<file path="config.mk">
export PLATFORM = sky130hd
export DESIGN_NAME = interval_timer_prog
export DESIGN_NICKNAME = d
export VERILOG_FILES = /design/src/rtl/interval_timer_prog.sv
export SDC_FILE = /design/constraint.sdc
export NUM_CORES = 1
export LEC_CHECK = 0
export BUFFER_PORTS_ARGS = -buffer_cell sky130_fd_sc_hd__buf_2
export CAP_MARGIN = 20
export CORE_MARGIN = 5
export CORE_UTILIZATION = 52
export CTS_BUF_LIST = sky130_fd_sc_hd__clkbuf_16
export CTS_CLUSTER_SIZE = 24
export DETAILED_ROUTE_END_ITERATION = 12
export PLACE_DENSITY_LB_ADDON = 0.2
export SKIP_LAST_GASP = 1
export SLEW_MARGIN = 0
export SYNTH_ARGS = -nofsm -noshare
export SYNTH_HDL_FRONTEND = slang
export SYNTH_SLANG_ARGS = --single-unit
</file>
<file path="constraint.sdc">
create_clock -name clk_i -period 3.4 [get_ports clk_i]
set_clock_uncertainty 0.15 [all_clocks]
set_input_delay 0.68 -clock clk_i [delete_from_list [all_inputs] [get_ports clk_i]]
set_output_delay 0.68 -clock clk_i [all_outputs]
set_load 0.02 [all_outputs]
</file>
<file path="src/rtl/interval_timer_prog.sv">
// rtl/interval_timer_prog.sv - programmable prescaled interval timer with one-shot/auto-reload, hold and abort
module interval_timer_prog #(
    parameter int BITS       = 33,
    parameter int PRESC_BITS = 27,
    parameter int PRESCALE   = 1
) (
    input  logic            clk_i,
    input  logic            reset_i,
    input  logic            start_i,
    input  logic [BITS-1:0] load_value_i,
    input  logic            auto_reload_i,
    input  logic            hold_i,
    input  logic            abort_i,
    output logic [BITS-1:0] remaining_o,
    output logic            busy_o,
    output logic            paused_o,
    output logic            expired_o,
    output logic            done_o
);

    typedef enum logic [1:0] {
        S_IDLE,
        S_RUN,
        S_PAUSED,
        S_EXPIRED
    } state_t;

    localparam logic [PRESC_BITS-1:0] PRESC_MAX = PRESC_BITS'(PRESCALE - 1);
    localparam logic [BITS-1:0]       REM_ONE   = BITS'(1);

    state_t                state_q;
    logic [BITS-1:0]       reload_q;
    logic                  mode_q;
    logic [PRESC_BITS-1:0] presc_q;
    logic [PRESC_BITS-1:0] presc_d;
    logic [BITS-1:0]       remaining_q;
    logic                  done_q;
    logic                  counting;
    logic                  tick;

    // The edge that leaves PAUSED also counts, so each held cycle adds exactly one clock.
    always_comb begin
        counting = ((state_q == S_RUN) || (state_q == S_PAUSED)) && !hold_i;
        presc_d  = (presc_q == PRESC_MAX) ? '0 : presc_q + 1'b1;
        tick     = counting && (presc_q == PRESC_MAX);
    end

    always_ff @(posedge clk_i or posedge reset_i) begin
        if (reset_i) begin
            state_q     <= S_IDLE;
            reload_q    <= '0;
            mode_q      <= 1'b0;
            presc_q     <= '0;
            remaining_q <= '0;
            done_q      <= 1'b0;
        end else begin
            done_q <= 1'b0;
            if (abort_i) begin
                state_q     <= S_IDLE;
                remaining_q <= '0;
                presc_q     <= '0;
            end else if (start_i) begin
                reload_q    <= load_value_i;
                mode_q      <= auto_reload_i;
                presc_q     <= '0;
                remaining_q <= load_value_i;
                if (load_value_i == '0) begin
                    state_q <= S_EXPIRED;
                    done_q  <= 1'b1;
                end else begin
                    state_q <= S_RUN;
                end
            end else begin
                case (state_q)
                    S_RUN, S_PAUSED: begin
                        if (hold_i) begin
                            state_q <= S_PAUSED;
                        end else begin
                            state_q <= S_RUN;
                            presc_q <= presc_d;
                            if (tick) begin
                                if (remaining_q > REM_ONE) begin
                                    remaining_q <= remaining_q - REM_ONE;
                                end else begin
                                    done_q <= 1'b1;
                                    if (mode_q) begin
                                        remaining_q <= reload_q;
                                    end else begin
                                        remaining_q <= '0;
                                        state_q     <= S_EXPIRED;
                                    end
                                end
                            end
                        end
                    end
                    default: ;
                endcase
            end
        end
    end

    assign remaining_o = remaining_q;
    assign busy_o      = (state_q == S_RUN) || (state_q == S_PAUSED);
    assign paused_o    = (state_q == S_PAUSED);
    assign expired_o   = (state_q == S_EXPIRED);
    assign done_o      = done_q;

endmodule

</file>
==> metrics.md, run 1 <==
| Metric | Value |
|---|---|
| Most used DFF post-synth | dfrtp_1 |
| Vias/cell | 6.32 |
| Die Area | 13000 µm² |
| Setup crit end kind | flop |
| Pwr/cell area | 445 nW/µm² |
| Mapped Nets | 661 |
| DIE WIDTH | 114 µm |
| Post-synth top area cell | dfrtp_1 |
| Slew Viols, Final | 0 |
| Postcts setup bufs | 0 |
| Max VDD drop | 0.233 mV |
| HPWL after DPL | 11000 µm |
| Most used routing layer | met1 |
| Crit path DAT | 3010 ps |
| Die height | 114 µm |
| NetSw | 0.000915 W |
| Clock share of power | 0.326 |
| Layout cell share with drive strength beyond 1 | 0.232 |
| Initial Utilization | 0.525 |
| CTS Buf Count | 9 |
| Worst-path clk slew | 70 ps |
| Seq/Total Area, Yosys | 0.430 |
| Row count | 38 |
| Port bufs | 75 |
| Mapped Cells | 616 |
| Vias in the first global route | 5039 |
| Family with the most delay on the worst path | compound AO/OA/AOI/OAI gates |
| Critical path required time | 3520 ps |
| Sw Ratio | 0.316 |
| Final period utilization | 0.850 |
| Max Cap Viol | 0 |
| Met3 capacity usage during global routing | 0.0396 |
| Sequential power share | 0.480 |
| Grt met2 use | 0.361 |
| WP buf/inv | 1 |
| Hold-fix buffers, CTS | 0 |
| CP max FO | 25 |
| Hold WC Path Type | in -> async |
| Clock Latency Late Sink | 350 ps |
| DR WL/cell | 18.7 µm |
| Fillcell total | 952 |
| Final worst path period need | 2890 ps |
| Hold Fails Final Rpt | 0 |
| Final nets | 729 |
| Max-slew headroom | 0.401 |
| Worst slew pin tran | 898 ps |
| Asr flop ratio synth | 1.00 |
| Grt total ovfl | 0 |
| GRT Overall Usage | 0.246 |
| Core Footprint | 10700 µm² |
| LEAKAGE | 2.59 nW |
| Pin count of the biggest net entering global routing | 61 |
| Initial antenna violation count | 0 |
| Num ports | 76 |
| Syn avg cell area | 9.16 µm² |
| Area grow syn2layout | 15.3% |
| Distinct cells, synth | 60 |
| First-pass GRT wire length | 25900 µm |
| Synth top area cells | dfrtp_1, mux2_2, nor2_1 |
| Max Clock Freq | 346 MHz |
| Unrepaired setup endpoints after global routing | false |
| Number of inserted diodes | 0 |
| Non-filler instance count after layout | 829 |
| Combinational share of power | 0.194 |
| Placer Congestion | 0.889 |
| Setup-failing EPs final | 0 |
| Routed wire length | 15500 µm |
| Post-CTS Resized | 0 |
| Critical Path Start Type | flop |
| Post-synth top area share | 0.430 |
| Mapped Area | 5640 µm² |
| CTS sink cnt | 97 |
| CTS root buf | clkbuf_16 |
| WHS | 203 ps |
| Yosys warning total | 0 |
| Pint | 0.00198 W |
| DRT iter0 DRCs | 425 |
| Run status | finished clean |
| Number of synthesized flops with an enable pin | 0 |
| Crit-path cells | inv_1, ha_1, nor4b_1, nand4_1, a211o_1, o31a_1, o21bai_1 |
| Routed vias | 5240 |
| Crit path largest cell delay | 720 ps |
| Critical-path top delay cell | a211o_1 |
| Residual DRC count | 0 |
| Htree depth | 3 |
| Setup TNS | 0 ps |
| Maximum clock path buffer count | 2 |
| Antenna-violating nets left | 0 |
| Kind of critical path | reg -> reg |
| Flops & latches, synth | 97 |
| Met1 usage | 0.366 |
| Dpl cells | 813 |
| CTS tree | yes |
| First-pass DRT Iterations | 5 |
-- routing by layer --
metal | wire, µm | up-vias
li1 | - | 2449
met1 | 7170 | 2539
met2 | 6900 | 225
met3 | 1120 | 27
met4 | 324 | 0
met5 | 0 | -
-- cells in the final DEF, fill, tap and decap left out, types with 3 or more instances in the layout --
cell and instances:
dfrtp_1 97, buf_2 75, nor2_1 59, nand2_1 46, o21ai_0 37, nor4_1 35, mux2_2 34, a31oi_1 30
nand3_1 25, xnor2_1 22, inv_1 20, buf_4 20, a21oi_1 16, o211ai_1 15, or3_1 14, nor3_1 14
nand4_1 13, o31a_1 10, clkbuf_16 9, and4_1 6, ha_1 6, o31ai_1 5, and3_1 5, o22ai_1 4
or4_1 4, nor4b_1 4, or2_2 4, nand2b_1 4, xor2_1 4, a22oi_1 3
-- cell type report --
type | count | area, µm² | share of cell area
Clock inverter | 7 | 40.0 | 0.00616
Multi-Input combinational cell | 461 | 3020 | 0.464
Inverter | 19 | 73.8 | 0.0113
Timing Repair Buffer | 96 | 546 | 0.0839
Tap cell | 140 | 175 | 0.0269
Clock buffer | 9 | 225 | 0.0346
Sequential cell | 97 | 2430 | 0.373
-- stage by stage --
stage                     total power, W  worst slack (ps)  cell area, µm²   util
after floorplan                  0.00175              36.3            5640      -
after global placement           0.00195               613            6240  0.581
after detailed placement         0.00197               560            6240  0.581
after CTS                        0.00290               503            6500  0.605
after global routing             0.00302               300            6500  0.605
final                            0.00289               509            6500  0.605
-- flip-flops by register name, summed over array words and instances (netlist names) --
register	flops
reload_q	33
remaining_o	33
presc_q	27
state_q	2
done_o	1
mode_q	1
-- cells in the mapped netlist, types with 2 or more instances --
cell type,instances
dfrtp_1,97
nor2_1,61
nand2_1,46
o21ai_0,37
nor4_1,35
mux2_2,34
a31oi_1,30
nand3_1,25
clkbuf_1,24
xnor2_1,22
inv_1,19
a21oi_1,17
o211ai_1,15
nor3_1,14
or3_1,14
nand4_1,13
buf_2,12
o31a_1,10
and4_1,6
ha_1,6
and3_1,5
o31ai_1,5
nand2b_1,4
nor4b_1,4
o22ai_1,4
or2_2,4
or4_1,4
xor2_1,4
a22oi_1,3
buf_1,3
a211o_1,2
a211oi_1,2
a221oi_1,2
mux2i_1,2
nand3b_1,2
nand4b_1,2
o2111ai_1,2
o21a_1,2
o41a_1,2
-- path summary, 6_finish.rpt --
path,start,endpoint,slack [ps],cells past startpoint
min in group clk_i,reload_q[25],reload_q[25],360,1
max in group asynchronous,reset_i,reload_q[32],2200,3
worst min-delay path,reset_i,reload_q[0],200,2
worst max register to register,remaining_o[1],state_q[1],510,7
worst max-delay path,remaining_o[1],state_q[1],510,7
worst min register to register,reload_q[25],reload_q[25],360,1
-- logic make-up after synthesis --
group | count (synthesis) | share of synthesized area
simple gates | 248 | 0.235
compound gates | 145 | 0.168
flops | 97 | 0.430
buf+inv | 58 | 0.0413
mux | 36 | 0.0714
xor+xnor | 26 | 0.0404
fa+ha+maj | 6 | 0.0133
-- power by group through the flow --
stage / Sequential, W / Clock, W / Combinational, W
after global routing: 0.00141 / 0.000995 / 0.000618
after detailed placement: 0.00141 / 0 / 0.000559
after global placement: 0.00140 / 0 / 0.000547
after floorplan: 0.00142 / 0 / 0.000328
after CTS: 0.00139 / 0.000947 / 0.000563
final: 0.00139 / 0.000944 / 0.000560
Power figures use the tool's default switching activity.
==> run 2: changes to the inputs <==
--- a/config.mk
+++ b/config.mk
@@ -7,8 +7,10 @@
 export LEC_CHECK = 0
 export BUFFER_PORTS_ARGS = -buffer_cell sky130_fd_sc_hd__buf_2
 export CAP_MARGIN = 20
+export CELL_PAD_IN_SITES_DETAIL_PLACEMENT = 1
+export CELL_PAD_IN_SITES_GLOBAL_PLACEMENT = 1
 export CORE_MARGIN = 5
-export CORE_UTILIZATION = 52
+export CORE_UTILIZATION = 40
 export CTS_BUF_LIST = sky130_fd_sc_hd__clkbuf_16
 export CTS_CLUSTER_SIZE = 24
 export DETAILED_ROUTE_END_ITERATION = 12
==> run 2 against run 1 <==
  * Die area up 27%
  * First-iteration DRC count is 24% lower
  * Via count grew 1.0%
  * Critical path type unchanged
  * Largest cell class unchanged
  * Final cell count is 5.4% higher
==> metrics.md, run 2 (synthesized netlist as in run 1, its figures left out) <==
| Metric | Value |
|---|---|
| Run status | finished clean |
| Port bufs | 75 (unchanged) |
| Number of inserted diodes | 0 (unchanged) |
| Grt total ovfl | 0 (unchanged) |
| Area grow syn2layout | 17.5% |
| CTS Buf Count | 9 (unchanged) |
| Final worst path period need | 2940 ps (+51.4 ps) |
| Hold-fix buffers, CTS | 0 (unchanged) |
| Hold WC Path Type | in -> async |
| Routed vias | 5293 (+1.0%) |
| Max Cap Viol | 0 (unchanged) |
| CTS root buf | clkbuf_16 |
| Die height | 129 µm (+13%) |
| Postcts setup bufs | 0 (unchanged) |
| Final nets | 735 (+0.82%) |
| Initial Utilization | 0.406 (-0.119) |
| LEAKAGE | 2.64 nW (+1.8%) |
| Residual DRC count | 0 (unchanged) |
| Max-slew headroom | 0.390 (-0.0116) |
| Slew Viols, Final | 0 (unchanged) |
| Most frequent cells in the layout | dfrtp_1, buf_2, nor2_1 |
| Core Footprint | 13900 µm² (+29%) |
| Worst-path clk slew | 70 ps (about the same) |
| Most common cell after layout, fill and taps aside | dfrtp_1 |
| GRT Overall Usage | 0.230 (-0.0164) |
| Max Clock Freq | 340 MHz (-1.7%) |
| Hold Fails Final Rpt | 0 (unchanged) |
| Vias/cell | 6.06 (-4.2%) |
| Multi-input logic area | 3020 µm² (unchanged) |
| Setup WS pre-CTS | 528 ps (-31.6 ps) |
| Crit path DAT | 3020 ps (about the same) |
| Capturing point of the worst reg2reg path | remaining_o[4] |
| Antenna-violating nets left | 0 (unchanged) |
| Unrepaired setup endpoints after global routing | false |
| Vias in the first global route | 5546 (+10%) |
| CP max FO | 19 (-24%) |
| Pin count of the biggest net entering global routing | 52 (-15%) |
| Layout Utilization | 0.478 (-0.128) |
| Reg2reg start | remaining_o[1] |
| Critical path required time | 3480 ps (-40 ps) |
| Routed wire length | 18500 µm (+19%) |
| Pwr/cell area | 465 nW/µm² (+4.4%) |
| Post-CTS Resized | 0 (unchanged) |
| DR WL/cell | 21.1 µm (+13%) |
| FF-to-FF setup slack | 460 ps (-50 ps) |
| Kind of critical path | reg -> reg |
| First-pass GRT wire length | 30300 µm (+17%) |
| Setup TNS | 0 ps (unchanged) |
| Clock Latency Late Sink | 360 ps (about the same) |
| Crit path largest cell delay | 720 ps (about the same) |
| Max VDD drop | 0.258 mV (+11%) |
| Worst r2r path cells | 8 (+1) |
| Final Power | 0.00308 W (+6.5%) |
| WP buf/inv | 2 (+1) |
| First-pass DRT Iterations | 6 (+1) |
| DIE WIDTH | 129 µm (+13%) |
| Final period utilization | 0.865 (+0.0151) |
| Setup-failing EPs final | 0 (unchanged) |
| Maximum clock path buffer count | 2 (unchanged) |
| Layout cell share with drive strength beyond 1 | 0.241 (+0.00841) |
| Row count | 43 (+13%) |
| CTS tree | yes |
| Fillcell total | 1657 (+74%) |
| Die Area | 16600 µm² (+27%) |
| Htree depth | 3 (unchanged) |
| Initial antenna violation count | 0 (unchanged) |
| Critical-path top delay cell | a211o_1 |
| Family with the most delay on the worst path | simple AND/OR/NAND/NOR gates |
| Setup crit end kind | flop |
| CTS sink cnt | 97 (unchanged) |
| Placer Congestion | 0.848 (-4.6%) |
| Worst slew pin tran | 915 ps (+17.4 ps) |
| DRT iter0 DRCs | 322 (-24%) |
| HPWL after DPL | 13100 µm (+19%) |
| Setup slack after layout | 458 ps (-51.4 ps) |
| Num ports | 76 (unchanged) |
| FF/Latch Area | 2430 µm² (unchanged) |
| Crit-path cells | inv_1, ha_1, nor4b_1, nand4_1, a211o_1, buf_4, nand3_1, a31oi_1 |
| Critical Path Start Type | flop |
-- run 2: cell types whose count changed in the layout (fill, tap and decap cells not counted), sizes merged --
cell and change:
buf +6, inv -1, bufinv +2, clkinvlp -2
-- run 2: layout make-up --
class                   count  area share
inverters                  19      0.0111
well taps                 180      0.0340
clock inverters             6      0.0125
multi-input cells         461       0.455
repair buffers            102      0.0872
clock buffers               9      0.0340
flip-flops and latches     97       0.366
-- run 2: worst max-delay path by stage --
stage / cells after the start / to / start / slack, ps
floorplan: 1 / done_o / reset_i / 40
global placement: 7 / remaining_o[15] / start_i / 590
detailed placement: 7 / remaining_o[9] / start_i / 530
CTS: 8 / remaining_o[9] / remaining_o[1] / 490
global route: 7 / remaining_o[3] / remaining_o[0] / 380
finish: 8 / remaining_o[4] / remaining_o[1] / 460
-- run 2: where the power goes --
group / internal (W) / switching [W]
Combinational: 0.000235 / 0.000350
Sequential: 0.00126 / 0.000135
Clock: 0.000639 / 0.000462
Total: 0.00213 / 0.000946
-- run 2: per-stage QoR --
| stage | cells | hold WS (ps) | cell area, µm² |
|---|---|---|---|
| 6_report | 874 | 264 | 6630 |
| 5_1_grt | 874 | 324 | 6630 |
| 4_1_cts | 874 | 290 | 6630 |
| 3_5_place_dp | 859 | 346 | 6320 |
| 3_3_place_gp | 859 | 340 | 6320 |
| 2_1_floorplan | 616 | 330 | 5640 |
-- run 2: metal layers --
metal	wire, µm	share of wire	track usage
met4	351	0.019	0.0803
met2	8600	0.47	0.365
met5	0	0	0
met3	873	0.047	0.0374
met1	8630	0.47	0.320
